--- src/rtl/arb8_rr.sv ---
// Eight-way round-robin arbiter with registered, held grant and a hold-limit timeout.
// Priority rotates to just past the releasing requester; hand-over happens with no idle bubble.
module arb8_rr #(
  parameter int unsigned MAX_HOLD = 16
) (
  input  logic       clk,
  input  logic       rst_n,
  input  logic [7:0] req,
  input  logic       done,
  output logic [7:0] gnt,
  output logic [2:0] gnt_id,
  output logic       gnt_valid,
  output logic       timeout
);

  localparam int unsigned NREQ = 8;
  localparam int unsigned IW   = 3;
  localparam int unsigned CW   = 8;
  localparam logic [CW-1:0] HOLD_LIMIT = CW'(MAX_HOLD);

  typedef enum logic [0:0] {
    S_IDLE  = 1'b0,
    S_GRANT = 1'b1
  } state_e;

  state_e          state_q, state_d;
  logic [IW-1:0]   ptr_q, ptr_d;
  logic [CW-1:0]   hold_cnt_q, hold_cnt_d;
  logic [NREQ-1:0] gnt_q, gnt_d;
  logic [IW-1:0]   gnt_id_q, gnt_id_d;
  logic            gnt_valid_q, gnt_valid_d;
  logic            timeout_q, timeout_d;

  // First set request at or after 'start', wrapping modulo 8.
  function automatic logic [IW-1:0] pick(input logic [NREQ-1:0] r, input logic [IW-1:0] start);
    logic [2*NREQ-1:0] dbl;
    logic [NREQ-1:0]   rot;
    logic [IW-1:0]     off;
    dbl = {r, r} >> start;
    rot = dbl[NREQ-1:0];
    off = '0;
    for (int i = NREQ - 1; i >= 0; i--) begin
      if (rot[i]) off = IW'(i);
    end
    return IW'(start + off);
  endfunction

  logic            any_req;
  logic            holder_req;
  logic            at_limit;
  logic            release_now;
  logic [IW-1:0]   next_ptr;
  logic [IW-1:0]   idle_win;
  logic [IW-1:0]   rel_win;

  always_comb begin
    any_req     = |req;
    holder_req  = req[gnt_id_q];
    at_limit    = (hold_cnt_q == HOLD_LIMIT);
    release_now = done | ~holder_req | at_limit;
    next_ptr    = IW'(gnt_id_q + IW'(1));
    idle_win    = pick(req, ptr_q);
    rel_win     = pick(req, next_ptr);
  end

  // Next-state and registered-output logic.
  always_comb begin
    state_d     = state_q;
    ptr_d       = ptr_q;
    hold_cnt_d  = hold_cnt_q;
    gnt_d       = gnt_q;
    gnt_id_d    = gnt_id_q;
    gnt_valid_d = gnt_valid_q;
    timeout_d   = 1'b0;

    unique case (state_q)
      S_IDLE: begin
        if (any_req) begin
          state_d     = S_GRANT;
          gnt_d       = NREQ'(1) << idle_win;
          gnt_id_d    = idle_win;
          gnt_valid_d = 1'b1;
          hold_cnt_d  = CW'(1);
        end else begin
          gnt_d       = '0;
          gnt_id_d    = '0;
          gnt_valid_d = 1'b0;
          hold_cnt_d  = '0;
        end
      end

      S_GRANT: begin
        if (release_now) begin
          ptr_d     = next_ptr;
          // Only a pure hold-limit release is reported as a timeout.
          timeout_d = at_limit & ~done & holder_req;
          if (any_req) begin
            gnt_d       = NREQ'(1) << rel_win;
            gnt_id_d    = rel_win;
            gnt_valid_d = 1'b1;
            hold_cnt_d  = CW'(1);
          end else begin
            state_d     = S_IDLE;
            gnt_d       = '0;
            gnt_id_d    = '0;
            gnt_valid_d = 1'b0;
            hold_cnt_d  = '0;
          end
        end else begin
          hold_cnt_d = CW'(hold_cnt_q + CW'(1));
        end
      end

      default: begin
        state_d     = S_IDLE;
        gnt_d       = '0;
        gnt_id_d    = '0;
        gnt_valid_d = 1'b0;
        hold_cnt_d  = '0;
      end
    endcase
  end

  always_ff @(posedge clk or negedge rst_n) begin
    if (!rst_n) begin
      state_q     <= S_IDLE;
      ptr_q       <= '0;
      hold_cnt_q  <= '0;
      gnt_q       <= '0;
      gnt_id_q    <= '0;
      gnt_valid_q <= 1'b0;
      timeout_q   <= 1'b0;
    end else begin
      state_q     <= state_d;
      ptr_q       <= ptr_d;
      hold_cnt_q  <= hold_cnt_d;
      gnt_q       <= gnt_d;
      gnt_id_q    <= gnt_id_d;
      gnt_valid_q <= gnt_valid_d;
      timeout_q   <= timeout_d;
    end
  end

  assign gnt       = gnt_q;
  assign gnt_id    = gnt_id_q;
  assign gnt_valid = gnt_valid_q;
  assign timeout   = timeout_q;

endmodule

--- config.mk ---
export PLATFORM = sky130hd
export DESIGN_NAME = arb8_rr
export DESIGN_NICKNAME = d
export VERILOG_FILES = /design/src/rtl/arb8_rr.sv
export SDC_FILE = /design/constraint.sdc
export NUM_CORES = 1
export LEC_CHECK = 0
export BUFFER_PORTS_ARGS = -buffer_cell sky130_fd_sc_hd__buf_2
export CORE_MARGIN = 4
export CORE_UTILIZATION = 42
export DETAILED_ROUTE_END_ITERATION = 7
export PLACE_DENSITY = 0.6
export SLEW_MARGIN = 20
export SYNTH_ARGS = -nofsm -noshare
export SYNTH_HDL_FRONTEND = slang
export SYNTH_SLANG_ARGS = --single-unit
--- constraint.sdc ---
create_clock -name clk -period 11.1 [get_ports clk]
set_input_delay 1.665 -clock clk [delete_from_list [all_inputs] [get_ports clk]]
set_output_delay 1.665 -clock clk [all_outputs]
set_load 0.02 [all_outputs]
# After elaboration in Yosys (flattened, before gate mapping)
# Index checks and enable logic that the tools add are counted.
dict set report totals {
  ff_bits 25
  in_bits 11
  word_cells 63
}
dict set report op_classes {
  add_sub_neg 4
  order_cmp 1
  n_eq_ne 2
  n_shift 4
  n_mux 36
  bitwise_logic 7
  n_reduce_logical 2
}
# cell count
set op_table {}
lappend op_table {{2-to-1 mux 3 bit} 19}
lappend op_table {{2-to-1 mux 8 bit} 4}
lappend op_table {{case mux 8 bit (2 select lines)} 2}
lappend op_table {{>> shifter 16 x 3 -> 8 bit} 2}
lappend op_table {{<< shifter 1 x 3 -> 8 bit, first input constant} 2}
lappend op_table {{adder 8 x 1 -> 8 bit, second input constant} 1}
lappend op_table {{== test 8 x 5 -> 1 bit, second input constant} 1}
lappend op_table {{OR reduction 8 bit} 1}
lappend op_table {{2-to-1 mux 1 bit} 7}
lappend op_table {{adder 3 bit} 2}
lappend op_table {{case mux 3 bit (2 select lines)} 1}
lappend op_table {{less-than comparator 3 x 4 -> 1 bit, second input constant} 1}
lappend op_table {{case mux 1 bit (2 select lines)} 2}
lappend op_table {{adder 3 x 1 -> 3 bit, second input constant} 1}
lappend op_table {{binary-select mux 1 bit (select 3 bit)} 1}
lappend op_table {{inverter 1 bit} 3}
lappend op_table {{bitwise AND 1 bit} 2}
lappend op_table {{!= test 2 x 1 -> 1 bit, second input constant} 1}
lappend op_table {{bitwise OR 1 bit} 2}
lappend op_table {{AND reduction 2 bit} 1}

# Depth between registers and ports, before layout
dict set report logic_depth {
  depth_word 15
  mapped_depth 19
  mapped_depth_nobuf 17
}

# Worst setup path before layout
# OpenSTA, ideal clock, no wires.
dict set report synth_timing {
  path_kind {input port to flip-flop}
  startpoint {in req[5]}
  endpoint {reg gnt_q[5], in the netlist gnt[5]}
  setup_time_ps 87
  arrival_ps 4484
  required_ps 11013
  setup_slack_ps 6530
  cell_stages 15
  n_path_buf 1
  path_cell_list {buf_2 > mux2i_1 > a21oi_1 > or3_1 > a211o_1 > a311oi_1 > a31o_2 > ha_1 > inv_1 > fa_1 > xnor2_1 > nand3_1 > mux2i_1 > nand4_1 > o211ai_1}
}
dict set report synth_between {
  elab_chain_cells 14
  word_cells_on_any_way 33
}
# item line_no
set synth_rtl {}
lappend synth_rtl {{from (decl)} 8} ;# input logic [7:0] req,
lappend synth_rtl {{>> shifter 16 x 3 -> 8 bit} 39} ;# dbl = {r, r} >> start;
lappend synth_rtl {{2-to-1 mux 3 bit (8 in a row)} 43} ;# if (rot[i]) off = IW'(i);
lappend synth_rtl {{adder 3 bit} 45} ;# return IW'(start + off);
lappend synth_rtl {{<< shifter 1 x 3 -> 8 bit} 98} ;# gnt_d = NREQ'(1) << rel_win;
lappend synth_rtl {{2-to-1 mux 8 bit} 97} ;# if (any_req) begin
lappend synth_rtl {{2-to-1 mux 8 bit} 93} ;# if (release_now) begin
lappend synth_rtl {{case mux 8 bit (2 select lines)} 76} ;# unique case (state_q)
lappend synth_rtl {{to (signal assigned)} 137} ;# gnt_q <= gnt_d;
lappend synth_rtl {{to (decl)} 29} ;# logic [NREQ-1:0] gnt_q, gnt_d;
# Parallel ways exist; a longest one is shown, timed or not. The select of a mux whose other input is x is not followed.
# A chain may end at the register's enable or synchronous reset.

# Final worst setup path
# Same ends and word-level chain as after synthesis.

==> impl_results.md <==
* Vias/cell at 5.900
* Slew Viols, Final at 0
* Number of enable flip-flop cells after synthesis at 0
* Cell Area, Placed at 2579 um2
* Wire per inst at 14.82 um
* Worst hold start: gnt[0]
* Clock-pin slew on the worst setup and hold paths at about 0.09 ns
* Met1 layer usage reported by global route at a little under a quarter
* H-tree depth at 1
* Clock tree buffer depth at 2
* Max Clk Rate at 0.2141 GHz
* # setup viols final at 0
* Fraction of registers with async set/reset at 100.0%
* Gr usage total at between 10% and 20%
* Post-cts sizing count at 0
* Drt first-iter violations at 87
* Worst min path class: flip-flop to flip-flop
* Family with the most delay on the worst path: compound AO/OA/AOI/OAI gates
* Num ports at 24
* Reg-to-reg startpoint: gnt_id[0]
* CP max-delay cell: mux2i_1
* Maxcap violations at 0
* WP data arrival at 4.86 ns
* Initial antenna violation count at 0
* CTS tree: done
* CTS Buf Count at 3
* Die Ht at 84.88 um
* Seq cells post-synth at 25
* Die X at 84.88 um
* Die ar. at 7205 um2
* Worst path required time at between 10 and 15 ns
* CP bufs+invs at 2
* M3 GR Usage at about 1.7%
* Synth warnings at 0
* Worst R2R Path Depth at 16
* CP Cell Sequence: buf_2 > mux2i_1 > a21oi_1 > or3_1 > a211o_1 > a311oi_1 > a31o_2 > ha_1 > inv_1 > fa_1 > xnor2_1 > nand3_1 > mux2i_1 > nand4_1 > o211ai_1
* Mapped Nets at around 320
* Max stage delay on crit path at 0.39 ns
* Most used routing layer: met2
* Largest net degree at the start of global routing at 30
* Reg-to-reg slack, setup at 6.50 ns
* Average instance area after synthesis at ~8.1 um2
* Fin crit period at approximately 4.7 ns
* Vias in the first global route at around 2.1k
* Port buffer count at 23
* Root Driver: clkbuf_8
* Grt ovf at 0
* # fillers at 592
* Post-CTS setup buffers at 0
* Setup CP Type: primary input to flip-flop
* Ys flop type: dfrtp_1
* Seq/Total Area, Yosys at around a quarter
* Relative slew slack at a little over two fifths
* Final Cycle Share at 42.07%
* Hold Path End: gnt[0]
* Tightest Pin Transition at 0.8523 ns
* Cell Rows at 27
* Crit start category: primary input
* Routed Antenna Nets at 0
* Clk sinks at 25
* Initial Util at 44.27%
* Syn-to-layout area delta at 5.746%
* Post-Route WL at 5.630 mm
* Drt drc at 0
* DRT Pass-1 Iters at 4
* Final net count at roughly 330
* Setup TNS at 0 ns
* Latest clock arrival within the worst-skew pair at around 0.27 ns
* Post-Synthesis Cell Area at 2482 um2
* Clock skew at 0.008049 ns
* Routed vias at 2,242
* Status: completed
* Cell mode on critical path: mux2i_1
* ANT cells at 0
* Layout cell share with drive strength beyond 1 at 14.94%
* First-pass GRT wire length at 10.02 mm
* Core region area at roughly 5600 um2
* Hold Buf Count CTS at 0
* Crit end category: flip-flop
* Peak fanout along the critical path at 13
* Final instance area at 2625 um2
* Cell variety after synth at just under 60
* Met2 Resource Use GR at 27.76%
* DP HPWL at 4.256 mm
* Hold-critical path depth at 2
* RePlAce Congestion at between 0.8 and 0.9
* RSZ-0062 raised after global routing: false
* Post-Synthesis Cells at a little over 300
* RR Endpoint: gnt[5]
* Hold Vio Cnt, Final at 0
## logic make-up (layout without fill, tap and decap cells)
logic type | count (synthesis) | count (layout) | share of synthesized area (%)
compound gates | 62 | 62 | 17.49
flops | 25 | 25 | 25.20
fa+ha+maj | 7 | 7 | 4.133
mux | 27 | 27 | 14.06
xor+xnor | 12 | 12 | 4.234
simple gates | 136 | 136 | 28.53
buf+inv | 36 | 39 | 6.351
## worst max path at each step
stage	slack, ns	start	cells after the start	to
after floorplan	6.53	req[5]	15	gnt[5]
after detailed placement	6.15	req[5]	15	gnt[5]
final	6.43	req[5]	15	gnt[5]
after global placement	6.25	req[5]	15	gnt[5]
after CTS	6.43	req[5]	15	gnt[5]
after global routing	6.15	req[5]	15	gnt[5]
## synthesized netlist by cell type (6+ instances only)
| cell type | n | area (um2) |
|---|---|---|
| a21oi_1 | 16 | 80.08 |
| buf_2 | 12 | 60.06 |
| clkbuf_1 | 11 | 41.29 |
| dfrtp_1 | 25 | 625.6 |
| inv_1 | 9 | 33.78 |
| mux2_2 | 7 | 78.83 |
| mux2i_1 | 15 | 150.1 |
| nand2_1 | 22 | 82.58 |
| nand2b_1 | 7 | 43.79 |
| nand3_1 | 6 | 30.03 |
| nor2_1 | 35 | 131.4 |
| nor3_1 | 26 | 130.1 |
| nor3b_1 | 6 | 45.04 |
| o211ai_1 | 8 | 60.06 |
| o21ai_0 | 10 | 50.05 |
| xnor2_1 | 6 | 52.55 |
| xor2_1 | 6 | 52.55 |
## metrics by stage
step	setup slack [ns]	hold WS [ns]	util (%)	instances
2_1_floorplan	6.530	0.4863	-	305
3_3_place_gp	6.252	0.4783	45.98	376
3_5_place_dp	6.146	0.4865	45.98	376
4_1_cts	6.434	0.5081	46.81	380
5_1_grt	6.150	0.5304	46.81	380
6_report	6.430	0.5011	46.81	380
## worst register-to-register path, cell delays in order (launching register included)
cell and delay [ns]:
dfrtp_1 0.37, buf_4 0.22, ha_1 0.80, mux2i_1 0.39
a21oi_1 0.11, or3_1 0.31, a211o_1 0.30, a311oi_1 0.25
a31o_2 0.15, ha_1 0.14, inv_1 0.05, fa_1 0.37
xnor2_1 0.29, nand3_1 0.11, mux2i_1 0.39, nand4_1 0.16
o211ai_1 0.12
## layout by cell type, fill, tap and decap left out, types with 4 or more instances in the layout
cell type | synthesis | layout
nor3b_1 | 6 | 6
nor4_1 | 5 | 5
a21oi_1 | 16 | 16
xnor2_1 | 6 | 6
dfrtp_1 | 25 | 25
and2_1 | 4 | 4
nand2_1 | 22 | 22
nand2b_1 | 7 | 7
mux2_2 | 7 | 7
ha_1 | 5 | 5
nor3_1 | 26 | 26
or4_1 | 4 | 4
o211ai_1 | 8 | 8
buf_2 | 12 | 23
nand3_1 | 6 | 6
nor2_1 | 35 | 35
xor2_1 | 6 | 6
and3_1 | 4 | 4
mux2i_1 | 15 | 15
o21ai_0 | 10 | 10
inv_1 | 9 | 9
## routing by layer
| metal | share of wire, % | routed length [um] |
|---|---|---|
| met5 | 0 | 0 |
| met4 | 1.2 | 66 |
| met3 | 4.3 | 241 |
| met2 | 45 | 2538 |
| met1 | 49 | 2783 |
## final cells by class
cell class | instances | area (um2) | area share [%]
tap | 72 | 90.09 | 3.432
inverter | 11 | 41.29 | 1.573
sequential | 25 | 625.6 | 23.83
clock buffer | 3 | 41.29 | 1.573
timing repair buffer | 24 | 122.6 | 4.671
multi-input combinational | 244 | 1699 | 64.73
clock inverter | 1 | 5.005 | 0.1907
## registers in the layout, summed over array words and instances (netlist names)
signal,flops
state_q,1
ptr_q,3
hold_cnt_q,8
gnt,8
gnt_id,3
gnt_valid,1
timeout,1
Power is not shown: default switching activity piles up to over one toggle a cycle in this logic, so the estimate is an artifact.
